### src/rtl/imem_loader.sv
// imem_loader: receives a framed byte stream from the host link and writes the
// program image into instruction memory. It holds the core in reset until a
// complete, checksum-valid image has been loaded.
//
// Frame: 0xA5 | CNT_LO | CNT_HI | N words x 4 bytes (little-endian) | CSUM
//        CSUM is the XOR of all 4N payload bytes.
//
// Ports:
//   clk, reset  clock; asynchronous active-high reset
//   rx_valid    one-cycle strobe, rx_data holds a new byte
//   rx_data     received byte
//   wr_en       instruction memory write strobe, one cycle per word
//   wr_addr     byte address of the word being written
//   wr_data     word being written, byte0 in [7:0]
//   cpu_hold    high keeps the core in reset
//   busy        frame in progress
//   load_done   last frame loaded successfully (sticky)
//   load_err    last frame failed (sticky)
module imem_loader #(
   parameter int unsigned PC_WIDTH       = 32,
   parameter int unsigned INST_WIDTH     = 32,
   parameter int unsigned IMEM_BYTES     = 4096,
   parameter int unsigned BASE_ADDR      = 0,
   parameter int unsigned TIMEOUT_CYCLES = 100000
) (
   input  logic                  clk,
   input  logic                  reset,
   input  logic                  rx_valid,
   input  logic [7:0]            rx_data,
   output logic                  wr_en,
   output logic [PC_WIDTH-1:0]   wr_addr,
   output logic [INST_WIDTH-1:0] wr_data,
   output logic                  cpu_hold,
   output logic                  busy,
   output logic                  load_done,
   output logic                  load_err
);

   localparam int unsigned TMO_W = $clog2(TIMEOUT_CYCLES + 1);

   localparam logic [2:0] S_IDLE   = 3'd0;
   localparam logic [2:0] S_CNT_LO = 3'd1;
   localparam logic [2:0] S_CNT_HI = 3'd2;
   localparam logic [2:0] S_DATA   = 3'd3;
   localparam logic [2:0] S_CSUM   = 3'd4;
   localparam logic [2:0] S_ERR    = 3'd5;

   localparam logic [7:0]          SYNC_BYTE = 8'hA5;
   localparam logic [PC_WIDTH-1:0] BASE      = PC_WIDTH'(BASE_ADDR);

   logic [2:0]            state_q, state_d;
   logic [7:0]            cnt_lo_q, cnt_lo_d;
   logic [15:0]           nwords_q, nwords_d;
   logic [15:0]           wcnt_q, wcnt_d;
   logic [1:0]            lane_q, lane_d;
   logic [23:0]           asm_q, asm_d;
   logic [7:0]            csum_q, csum_d;
   logic [TMO_W-1:0]      tmo_q, tmo_d;
   logic                  wr_en_d;
   logic [PC_WIDTH-1:0]   wr_addr_d;
   logic [INST_WIDTH-1:0] wr_data_d;
   logic                  cpu_hold_d, busy_d, load_done_d, load_err_d;
   logic                  in_frame;
   logic                  go_err;
   logic [31:0]           image_bytes;

   // Next-state and next-output logic
   always_comb begin
      state_d     = state_q;
      cnt_lo_d    = cnt_lo_q;
      nwords_d    = nwords_q;
      wcnt_d      = wcnt_q;
      lane_d      = lane_q;
      asm_d       = asm_q;
      csum_d      = csum_q;
      tmo_d       = '0;
      wr_en_d     = 1'b0;
      wr_addr_d   = wr_addr;
      wr_data_d   = wr_data;
      cpu_hold_d  = cpu_hold;
      busy_d      = busy;
      load_done_d = load_done;
      load_err_d  = load_err;
      go_err      = 1'b0;
      image_bytes = '0;

      // Address advances on the cycle after each write
      if (wr_en) begin
         wr_addr_d = wr_addr + PC_WIDTH'(4);
      end

      // Inter-byte idle timeout, only while a frame is open
      in_frame = (state_q == S_CNT_LO) || (state_q == S_CNT_HI) ||
                 (state_q == S_DATA)   || (state_q == S_CSUM);
      if (in_frame && !rx_valid) begin
         tmo_d = tmo_q + TMO_W'(1);
         if (tmo_d == TMO_W'(TIMEOUT_CYCLES)) begin
            go_err = 1'b1;
         end
      end

      case (state_q)
         S_IDLE: begin
            if (rx_valid && (rx_data == SYNC_BYTE)) begin
               state_d     = S_CNT_LO;
               busy_d      = 1'b1;
               cpu_hold_d  = 1'b1;
               load_done_d = 1'b0;
               load_err_d  = 1'b0;
               csum_d      = 8'h00;
            end
         end
         S_CNT_LO: begin
            if (rx_valid) begin
               cnt_lo_d = rx_data;
               state_d  = S_CNT_HI;
            end
         end
         S_CNT_HI: begin
            if (rx_valid) begin
               nwords_d = {rx_data, cnt_lo_q};
               // 4N fits in 18 bits, zero-extended for the capacity compare
               image_bytes = {14'd0, nwords_d, 2'b00};
               if ((nwords_d == 16'd0) || (image_bytes > IMEM_BYTES)) begin
                  go_err = 1'b1;
               end else begin
                  state_d   = S_DATA;
                  wr_addr_d = BASE;
                  lane_d    = 2'd0;
                  wcnt_d    = 16'd0;
               end
            end
         end
         S_DATA: begin
            if (rx_valid) begin
               csum_d = csum_q ^ rx_data;
               lane_d = lane_q + 2'd1;
               case (lane_q)
                  2'd0:    asm_d[7:0]   = rx_data;
                  2'd1:    asm_d[15:8]  = rx_data;
                  2'd2:    asm_d[23:16] = rx_data;
                  default: begin
                     // Lane 3 completes the word; it is written next cycle
                     wr_en_d   = 1'b1;
                     wr_data_d = INST_WIDTH'({rx_data, asm_q});
                     wcnt_d    = wcnt_q + 16'd1;
                     if (wcnt_d == nwords_q) begin
                        state_d = S_CSUM;
                     end
                  end
               endcase
            end
         end
         S_CSUM: begin
            if (rx_valid) begin
               if (rx_data == csum_q) begin
                  state_d     = S_IDLE;
                  load_done_d = 1'b1;
                  load_err_d  = 1'b0;
                  cpu_hold_d  = 1'b0;
                  busy_d      = 1'b0;
               end else begin
                  go_err = 1'b1;
               end
            end
         end
         S_ERR: begin
            state_d = S_IDLE;
         end
         default: begin
            state_d = S_IDLE;
         end
      endcase

      // Failed frame: flag it and keep the core held; written words stay
      if (go_err) begin
         state_d     = S_ERR;
         load_err_d  = 1'b1;
         load_done_d = 1'b0;
         busy_d      = 1'b0;
         cpu_hold_d  = 1'b1;
      end
   end

   // State and output registers
   always_ff @(posedge clk or posedge reset) begin
      if (reset) begin
         state_q   <= S_IDLE;
         cnt_lo_q  <= '0;
         nwords_q  <= '0;
         wcnt_q    <= '0;
         lane_q    <= '0;
         asm_q     <= '0;
         csum_q    <= '0;
         tmo_q     <= '0;
         wr_en     <= 1'b0;
         wr_addr   <= BASE;
         wr_data   <= '0;
         cpu_hold  <= 1'b1;
         busy      <= 1'b0;
         load_done <= 1'b0;
         load_err  <= 1'b0;
      end else begin
         state_q   <= state_d;
         cnt_lo_q  <= cnt_lo_d;
         nwords_q  <= nwords_d;
         wcnt_q    <= wcnt_d;
         lane_q    <= lane_d;
         asm_q     <= asm_d;
         csum_q    <= csum_d;
         tmo_q     <= tmo_d;
         wr_en     <= wr_en_d;
         wr_addr   <= wr_addr_d;
         wr_data   <= wr_data_d;
         cpu_hold  <= cpu_hold_d;
         busy      <= busy_d;
         load_done <= load_done_d;
         load_err  <= load_err_d;
      end
   end

endmodule

### config.mk
export PLATFORM = sky130hd
export DESIGN_NAME = imem_loader
export DESIGN_NICKNAME = d
export VERILOG_FILES = /design/src/rtl/imem_loader.sv
export SDC_FILE = /design/constraint.sdc
export NUM_CORES = 1
export LEC_CHECK = 0
export CORE_MARGIN = 3
export CORE_UTILIZATION = 57
export DETAILED_ROUTE_END_ITERATION = 8
export PLACE_DENSITY = 0.86
export SLEW_MARGIN = 20
export SYNTH_ARGS = -nofsm -noshare
export SYNTH_HDL_FRONTEND = slang
export SYNTH_SLANG_ARGS = --single-unit
export TNS_END_PERCENT = 1
### constraint.sdc
create_clock -name clk -period 7.4 [get_ports clk]
set_input_delay 1.48 -clock clk [delete_from_list [all_inputs] [get_ports clk]]
set_output_delay 1.48 -clock clk [all_outputs]
set_load 0.03 [all_outputs]
==> summary.txt, run 1 <==
Global route
  • Number of global-route vias before repair: 5977
  • Initial antenna violation count: 0
  • Total track usage: 0.243
  • GR Overflow Total: 0
  • Largest net degree at the start of global routing: 95
  • First-pass GRT wire length: 29.1 mm

Yosys
  • Yosys reg bits: 161
  • Simple-gate portion of the synthesized area: 0.207
  • Seq/Total Area, Yosys: 0.509
  • Ys flop type: dfrtp_1
  • Compound-gate portion of the synthesized area: 0.0843
  • Mux share of post-synthesis cell area: 0.0710
  • Yosys warning count: 0
  • Synth top area cells: dfrtp_1 51%, nand2_1 7.4%, mux2_2 7.0%
  • Mapped Area: 7910 sq um
  • Xor/xnor share of the synthesized area: 0.0808
  • Post-synth top area cell: dfrtp_1
  • Largest family of logic cells by synthesized area: simple AND/OR/NAND/NOR gates
  • Adder-cell share of the synthesized area: 0.0127
  • Syn Inst Count: 804
  • Synth unique cells: 65
  • EDFF count, synth: 0
  • Post-Synthesis Mean Instance Area: 9.84 sq um
  • Post-synth top area share: 0.506
  • Async SR Flop Fraction: 1.00

Power
  • Max VDD drop: 0.166 mV
  • P_leak: 4.00 nW
  • Power Dens Cells: 386 nW/um^2

Clock tree
  • # Post-CTS Setup Buffers: 0
  • CTS Sinks: 161
  • Worst skew pair latency: 0.42 ns
  • Clock Path Buffers: 2
  • Clock Tree Root: clkbuf_16
  • CTS Hold Bufs: 0
  • CTS tree: yes
  • H-tree depth: 4
  • CTS Buf Count: 17
  • CTS resizes: 0
  • Worst-path clk slew: 0.06 ns

Layout
  • Inserted Diodes: 0
  • Share of layout cells above drive strength 1: 0.122
  • Most frequent cells in the layout: 160 x dfrtp_1, 155 x nand2_1, 84 x nor2_1
  • Layout Cells excl Fill: 1048
  • Most common cell after layout, fill and taps aside: dfrtp_1
  • Layout area overhead: 18.0%
  • Fin nets: 878

Drt
  • Vias: 6051
  • Antenna viol nets, final: 0
  • Iter 0 DRT Violations: 498
  • Via density: 5.77
  • First-pass DRT Iterations: 5
  • Wirelength, routed: 17.6 mm
  • DRC viols: 0
  • Avg WL per Cell: 16.8 microns

Timing
  • Fin crit share: 0.552
  • Minimum clock period: 4.09 ns
  • Setup TNS: 0 ns
  • Fmax: 245 MHz
  • Slew headroom: 0.298
  • Slew @ Worst Pin: 1.05 ns
  • Final setup viols: 0
  • Final hold vios: 0
  • Final slew viol count: 0
  • RSZ-0062 raised after global routing: no
  • Final setup margin: 3.31 ns
  • Worst Skew: 0.00929 ns

Placed design
  • I/O Buffers: 77
  • Dpl hpwl: 11.6 mm
  • DP Worst Slack: 2.89 ns
  • Placed Cells incl. Taps: 1016
  • GP Congestion: 0.911

Worst setup path
  • CP peak stage delay: 0.90 ns
  • Worst path arrival time: 4.34 ns
  • CP endpoint kind: flop
  • Crit path kind: in -> reg
  • Crit path required time: 7.66 ns
  • CP cell instances: clkdlybuf4s50_1 > or4_1 > a21oi_1 > and2_1 > nor2_1
  • Slowest-stage cell, CP: and2_1
  • Type of origin of the critical path: primary input
  • R2R depth: 8
  • Crit-path max FO: 30

Floorplanning
  • Area of the core: 13400 sq um
  • Rows: 42
  • Initial core utilization: 0.590
  • Die ar.: 15300 sq um
  • Die H: 124 microns
  • Top Ports: 80
  • Die W: 124 microns

Status
  • Status: complete, no violations

Min path
  • Hold path cells: 2
  • Hold WC Path Type: reg -> reg

Run
  • Max-cap violation count: 0
layer usage:
| layer | vias up | global-route usage | part of all wire |
|---|---|---|---|
| met5 | - | 0 | 0 |
| met4 | 0 | 0.104 | 0.025 |
| met3 | 41 | 0.0463 | 0.056 |
| met2 | 207 | 0.388 | 0.47 |
| met1 | 2946 | 0.327 | 0.45 |
| li1 | 2857 | - | - |
cells in the mapped netlist (6+ instances only):
cell	count
a21oi_1	15
and2_1	6
and4_1	6
buf_2	7
clkbuf_1	30
dfrtp_1	160
ha_1	8
inv_1	16
mux2_2	49
nand2_1	155
nand3_1	19
nand4_1	14
nor2_1	84
nor3_1	11
nor4_1	12
o21ai_0	44
xnor2_1	34
xor2_1	39
area by class of cell:
class	count	area, sq um
fillers	976	4060
multi-input cells	582	3620
inverters	16	65.1
clock buffers	19	453
flip-flops and latches	161	4030
well taps	176	220
clock inverters	13	149
repair buffers	81	801
logic make-up after synthesis:
group / after synthesis
AOI/OAI and AO/OA: 105
other: 1
DFF: 161
adders and majority gates: 8
and+or+nand+nor: 344
muxes: 50
xor gates and xnor gates: 73
buffers and inverters: 62
worst max-delay path, delay by kind of cell:
family / cells / cell delay [ns]
buf+inv: 1 / 0.78
simple gates: 3 / 1.67
compound gates: 1 / 0.40
registers in the layout (all words and copies together), names as in the netlist:
register	flops
asm_q	24
busy	1
cnt_lo_q	8
cpu_hold	1
csum_q	8
lane_q	2
load_done	1
load_err	1
nwords_q	16
state_q	3
tmo_q	17
wcnt_q	16
wr_addr	30
wr_data	32
wr_en	1
per-stage QoR:
step	power, mW	util	area (sq um)	hold slack (ns)
global route	3.81	0.697	9340	0.474
global placement	2.66	0.652	8730	0.446
floorplan	2.25	-	7910	0.433
detailed placement	2.72	0.652	8730	0.451
finish	3.60	0.697	9340	0.457
CTS	3.62	0.697	9340	0.463
where the power goes:
group / switching [mW] / internal, mW
clock network: 0.362 / 0.521
logic: 0.726 / 0.555
registers: 0.262 / 1.17
worst paths after layout:
kind                            start           to  slack (ns)
max                        rx_data[5]   wr_addr[6]        3.31
min                          asm_q[7]   wr_data[7]        0.46
max reg2reg                  tmo_q[0]    load_done        4.75
min reg2reg                  asm_q[7]   wr_data[7]        0.46
max in group asynchronous       reset    wcnt_q[4]        4.42
min in group asynchronous       reset  wr_data[22]        1.61
No activity file was read; power rests on OpenSTA's default activity.
==> run 2, diff against run 1 <==
Clock period 7.4 ns to 3.81 ns, I/O delays scaled along.
==> run 2 against run 1 <==
Effect of this change: clock power rose by 86%; combinational power rose by 95%; non-clock buffer count rose by 14; critical path depth rose by 4; total power rose by 92%; sequential share of layout area fell by 0.44 points; setup slack got worse by 2.2 ns.
==> summary.txt, run 2 (synthesized netlist as in run 1, its figures left out) <==
Status
  • Status: complete, no violations

Clock tree
  • Clock Tree Root: clkbuf_16
  • H-tree depth: 4
  • CTS resizes: 0
  • CTS Buf Count: 17
  • Clock Path Buffers: 2
  • # Post-CTS Setup Buffers: 0
  • CTS Sinks: 161
  • CTS Hold Bufs: 0
  • Worst skew pair latency: 0.42 ns
  • CTS tree: yes
  • Worst-path clk slew: 0.07 ns

Worst setup path
  • Worst path arrival time: 3.01 ns
  • R2R Setup Slk: 1.19 ns
  • Crit-path max FO: 13
  • R2R depth: 8
  • CP endpoint kind: flop
  • RR Startpoint: wcnt_q[0]
  • Reg-to-Reg End: state_q[0]
  • Crit path required time: 4.12 ns
  • Type of origin of the critical path: primary input
  • Crit path kind: in -> reg

Layout
  • Fill cells: 959
  • Share of layout cells above drive strength 1: 0.134
  • Largest registers: wr_data (32), wr_addr (30), asm_q (24)
  • Most frequent cells in the layout: 160 x dfrtp_1, 155 x nand2_1, 84 x nor2_1
  • Layout area overhead: 19.3%
  • Most common cell after layout, fill and taps aside: dfrtp_1
  • Inserted Diodes: 0
  • Number of flip-flops in the largest register: 32
  • Largest reg by FF count: wr_data
  • Fin nets: 892

Drt
  • Vias: 6101
  • DRC viols: 0
  • Avg WL per Cell: 16.3 microns
  • First-pass DRT Iterations: 5
  • Via density: 5.74
  • Wirelength, routed: 17.4 mm
  • Iter 0 DRT Violations: 458
  • Antenna viol nets, final: 0

Global route
  • Total track usage: 0.237
  • First-pass GRT wire length: 28.5 mm
  • Initial antenna violation count: 0
  • Number of global-route vias before repair: 5818
  • Largest net degree at the start of global routing: 89
  • GR Overflow Total: 0

Power
  • Max VDD drop: 0.346 mV
  • Overall power: 6.92 mW
  • Power Dens Cells: 734 nW/um^2
  • P_leak: 4.07 nW

Timing
  • Setup TNS: 0 ns
  • Fmax: 371 MHz
  • RSZ-0062 raised after global routing: no
  • Final setup viols: 0
  • Final hold vios: 0
  • Fin crit share: 0.708
  • Slew headroom: 0.516
  • Slew @ Worst Pin: 0.724 ns
  • Minimum clock period: 2.70 ns
  • Final setup margin: 1.11 ns
  • Final slew viol count: 0
  • Worst Skew: 0.0115 ns

Floorplanning
  • Rows: 42
  • Die W: 124 microns
  • Die ar.: 15300 sq um
  • Initial core utilization: 0.590
  • Area of the core: 13400 sq um
  • Top Ports: 80
  • Die H: 124 microns

Min path
  • Worst hold start: cpu_hold
  • Hold path cells: 2
  • Hold WC Path Type: reg -> reg
  • Hold endpoint: cpu_hold

Run
  • Max-cap violation count: 0

Placed design
  • Dpl hpwl: 11.6 mm
  • GP Congestion: 0.895
  • DP Worst Slack: 0.702 ns
  • I/O Buffers: 77
run 2: changes by cell type in the layout (fill, tap and decap cells not counted):
cell	previous run	this run
buf_12	0	2
clkinv_2	1	3
inv_6	7	5
buf_4	4	16
inv_1	14	15
clkbuf_8	2	1
bufinv_16	2	1
inv_2	1	0
clkinv_4	1	3
run 2: worst max-delay path, stage by stage:
cell	delay, ns
clkdlybuf4s50_1	0.40
buf_4	0.19
nor4_1	0.28
a311o_1	0.22
a21oi_1	0.08
o21ai_1	0.40
a21o_1	0.41
o21ai_0	0.18
o41ai_1	0.09
run 2: final cells by class:
cell class	instances	area, sq um	area share
well taps	176	220	0.0233
inverters	16	63.8	0.00676
multi-input cells	582	3620	0.384
clock inverters	14	130	0.0138
clock buffers	18	439	0.0466
flip-flops and latches	161	4030	0.427
repair buffers	95	931	0.0987
run 2: where the power goes:
group	total (mW)	switching [mW]	internal, mW	leakage, nW
Sequential	2.79	0.505	2.28	1.98
Clock	1.64	0.711	0.925	0.278
Combinational	2.50	1.41	1.09	1.81
Total	6.92	2.62	4.30	4.07
run 2: worst max path at each step:
stage | end | slack, ns | depth (start not counted) | start
after floorplan | asm_q[0] | 1.01 | 1 | reset
after CTS | wcnt_q[14] | 1.16 | 9 | rx_data[3]
after detailed placement | wcnt_q[14] | 0.70 | 9 | rx_data[3]
after global placement | busy | 0.80 | 8 | rx_data[2]
final | wcnt_q[14] | 1.11 | 9 | rx_data[3]
after global routing | wcnt_q[8] | 0.96 | 9 | rx_data[3]
run 2: layer usage:
metal	up-vias	wire [microns]	global-route usage
li1	2885	-	-
met1	2966	7790	0.328
met2	222	8170	0.375
met3	28	1050	0.0431
met4	0	343	0.0920
met5	-	0	0
run 2: through the flow:
step | instance area (sq um) | util | instances | hold slack, ns
final | 9430 | 0.704 | 1062 | 0.461
after global routing | 9430 | 0.704 | 1062 | 0.489
after CTS | 9430 | 0.704 | 1062 | 0.465
after detailed placement | 8860 | 0.661 | 1030 | 0.450
after global placement | 8860 | 0.661 | 1030 | 0.443
after floorplan | 7920 | - | 805 | 0.433
==> run 3, diff against run 2 <==
Clock period 3.81 ns to 2.8 ns, I/O delays scaled along.
==> run 3 against run 2 <==
Effect of this change: worst hold slack lost 0.0025 ns; critical path depth is 1 lower; flip-flop and latch count unchanged; count of clock-buffer cells in the layout grew 3; combinational power up 40%; die area did not move; critical endpoint is now load_done; final cell count rose by 0.56%; largest cell class unchanged; clock skew decreased by 0.0022 ns; sequential power increased by 35%; non-clock buffer count grew 6; sequential share of layout area fell by 0.14 points; register-to-register slack lost 1.1 ns.
==> summary.txt, run 3 (synthesized netlist as in run 1, its figures left out) <==
Clock tree
  • Clock Tree Root: clkbuf_16
  • CTS Sinks: 161
  • CTS Hold Bufs: 0
  • H-tree depth: 4
  • CTS Buf Count: 17
  • CTS tree: yes
  • Worst-path clk slew: 0.06 ns
  • Clock Path Buffers: 2
  • Worst skew pair latency: 0.43 ns
  • CTS resizes: 0
  • # Post-CTS Setup Buffers: 0

Power
  • Max VDD drop: 0.427 mV
  • Overall power: 9.47 mW
  • Power Dens Cells: 1000 nW/um^2
  • P_leak: 4.09 nW

Global route
  • Total track usage: 0.246
  • Largest net degree at the start of global routing: 90
  • First-pass GRT wire length: 29.4 mm
  • Initial antenna violation count: 0
  • GR Overflow Total: 0
  • Number of global-route vias before repair: 5927

Worst setup path
  • Crit path max-delay family: compound AO/OA/AOI/OAI gates
  • R2R depth: 8
  • Reg-to-Reg End: load_done
  • CP endpoint kind: flop
  • RR Startpoint: tmo_q[0]
  • Crit-path max FO: 6
  • Type of origin of the critical path: flop
  • Crit path required time: 3.12 ns
  • CP bufs+invs: 0
  • Worst path arrival time: 3.02 ns
  • CP peak stage delay: 0.53 ns
  • Crit path kind: reg -> reg
  • CP cell instances: ha_1 > nand3_1 > nand2_1 > a211o_1 > a2111oi_2 > nand4_1 > o31a_1 > a32o_1
  • R2R Setup Slk: 0.1 ns
  • Setup crit start: tmo_q[0]
  • Slowest-stage cell, CP: a2111oi_2

Floorplanning
  • Top Ports: 80
  • Die H: 124 microns
  • Initial core utilization: 0.590
  • Die W: 124 microns
  • Die ar.: 15300 sq um
  • Rows: 42
  • Area of the core: 13400 sq um

Drt
  • Wirelength, routed: 17.8 mm
  • Via density: 5.80
  • DRC viols: 0
  • Antenna viol nets, final: 0
  • Avg WL per Cell: 16.6 microns
  • Vias: 6192
  • First-pass DRT Iterations: 5
  • Iter 0 DRT Violations: 495

Layout
  • Number of flip-flops in the largest register: 32
  • Fin area: 9460 sq um
  • Fin nets: 898
  • Sequential cell area: 4030 sq um
  • Layout area overhead: 19.6%
  • Largest registers: wr_data (32), wr_addr (30), asm_q (24)
  • Final core utilization: 0.706
  • Largest reg by FF count: wr_data
  • Most common cell after layout, fill and taps aside: dfrtp_1
  • Share of layout cells above drive strength 1: 0.136
  • Area taken by multi-input logic gates: 3620 sq um
  • Layout Cells excl Fill: 1068
  • Fill cells: 944
  • Inserted Diodes: 0
  • Most frequent cells in the layout: 160 x dfrtp_1, 155 x nand2_1, 84 x nor2_1

Timing
  • Final setup margin: 0.0999 ns
  • Slew @ Worst Pin: 0.576 ns
  • Final slew viol count: 0
  • Minimum clock period: 2.70 ns
  • Fin crit share: 0.964
  • Final setup viols: 0
  • Fmax: 370 MHz
  • Final hold vios: 0
  • RSZ-0062 raised after global routing: no
  • Setup TNS: 0 ns
  • Worst Skew: 0.00924 ns
  • Slew headroom: 0.613
  • Worst hold margin: 0.459 ns

Status
  • Status: complete, no violations

Min path
  • Worst hold start: cpu_hold
  • Hold endpoint: cpu_hold
  • Hold path cells: 2
  • Hold WC Path Type: reg -> reg

Placed design
  • DP Area: 8910 sq um
  • GP Congestion: 0.897
  • DP Worst Slack: 0.0282 ns
  • Placed Cells incl. Taps: 1036
  • Dpl hpwl: 12.0 mm
  • I/O Buffers: 77

Run
  • Max-cap violation count: 0
-- run 3: cell types whose count changed in the layout (fill, tap and decap cells not counted) --
cell        before  now
buf_4           16   22
inv_6            5    0
clkbuf_1         0    4
clkinv_2         3    6
bufinv_16        1    2
clkbuf_8         1    0
clkinv_4         3    2
clkinvlp_4       3    2
-- run 3: power breakdown --
part	leakage, nW	switching [mW]	internal [mW]
logic	1.84	1.98	1.52
registers	1.98	0.667	3.11
clock network	0.274	0.898	1.30
-- run 3: worst max path at each step --
stage	cells past startpoint	to	slack, ns
2_1_floorplan	1	asm_q[0]	0.20
4_1_cts	8	load_done	0.14
3_3_place_gp	8	wcnt_q[2]	0.09
6_report	8	load_done	0.1
5_1_grt	8	load_done	0.04
3_5_place_dp	8	wcnt_q[14]	0.03
-- run 3: cell type report --
cell class                 instances  share of cell area
tap                              176              0.0233
timing repair buffer             101               0.103
clock buffer                      21              0.0465
inverter                          16             0.00674
clock inverter                    11              0.0122
sequential                       161               0.426
multi-input combinational        582               0.382
-- run 3: worst register-to-register path, cell delays in order (launching register included) --
cell	delay, ns
dfrtp_1	0.42
ha_1	0.28
nand3_1	0.21
nand2_1	0.09
a211o_1	0.33
a2111oi_2	0.53
nand4_1	0.24
o31a_1	0.22
a32o_1	0.28
-- run 3: routing by layer --
layer / up-vias / wire, microns / GRT usage
li1: 2896 / - / -
met1: 3010 / 7880 / 0.338
met2: 248 / 8400 / 0.389
met3: 38 / 1070 / 0.0468
met4: 0 / 421 / 0.0955
met5: - / 0 / 0
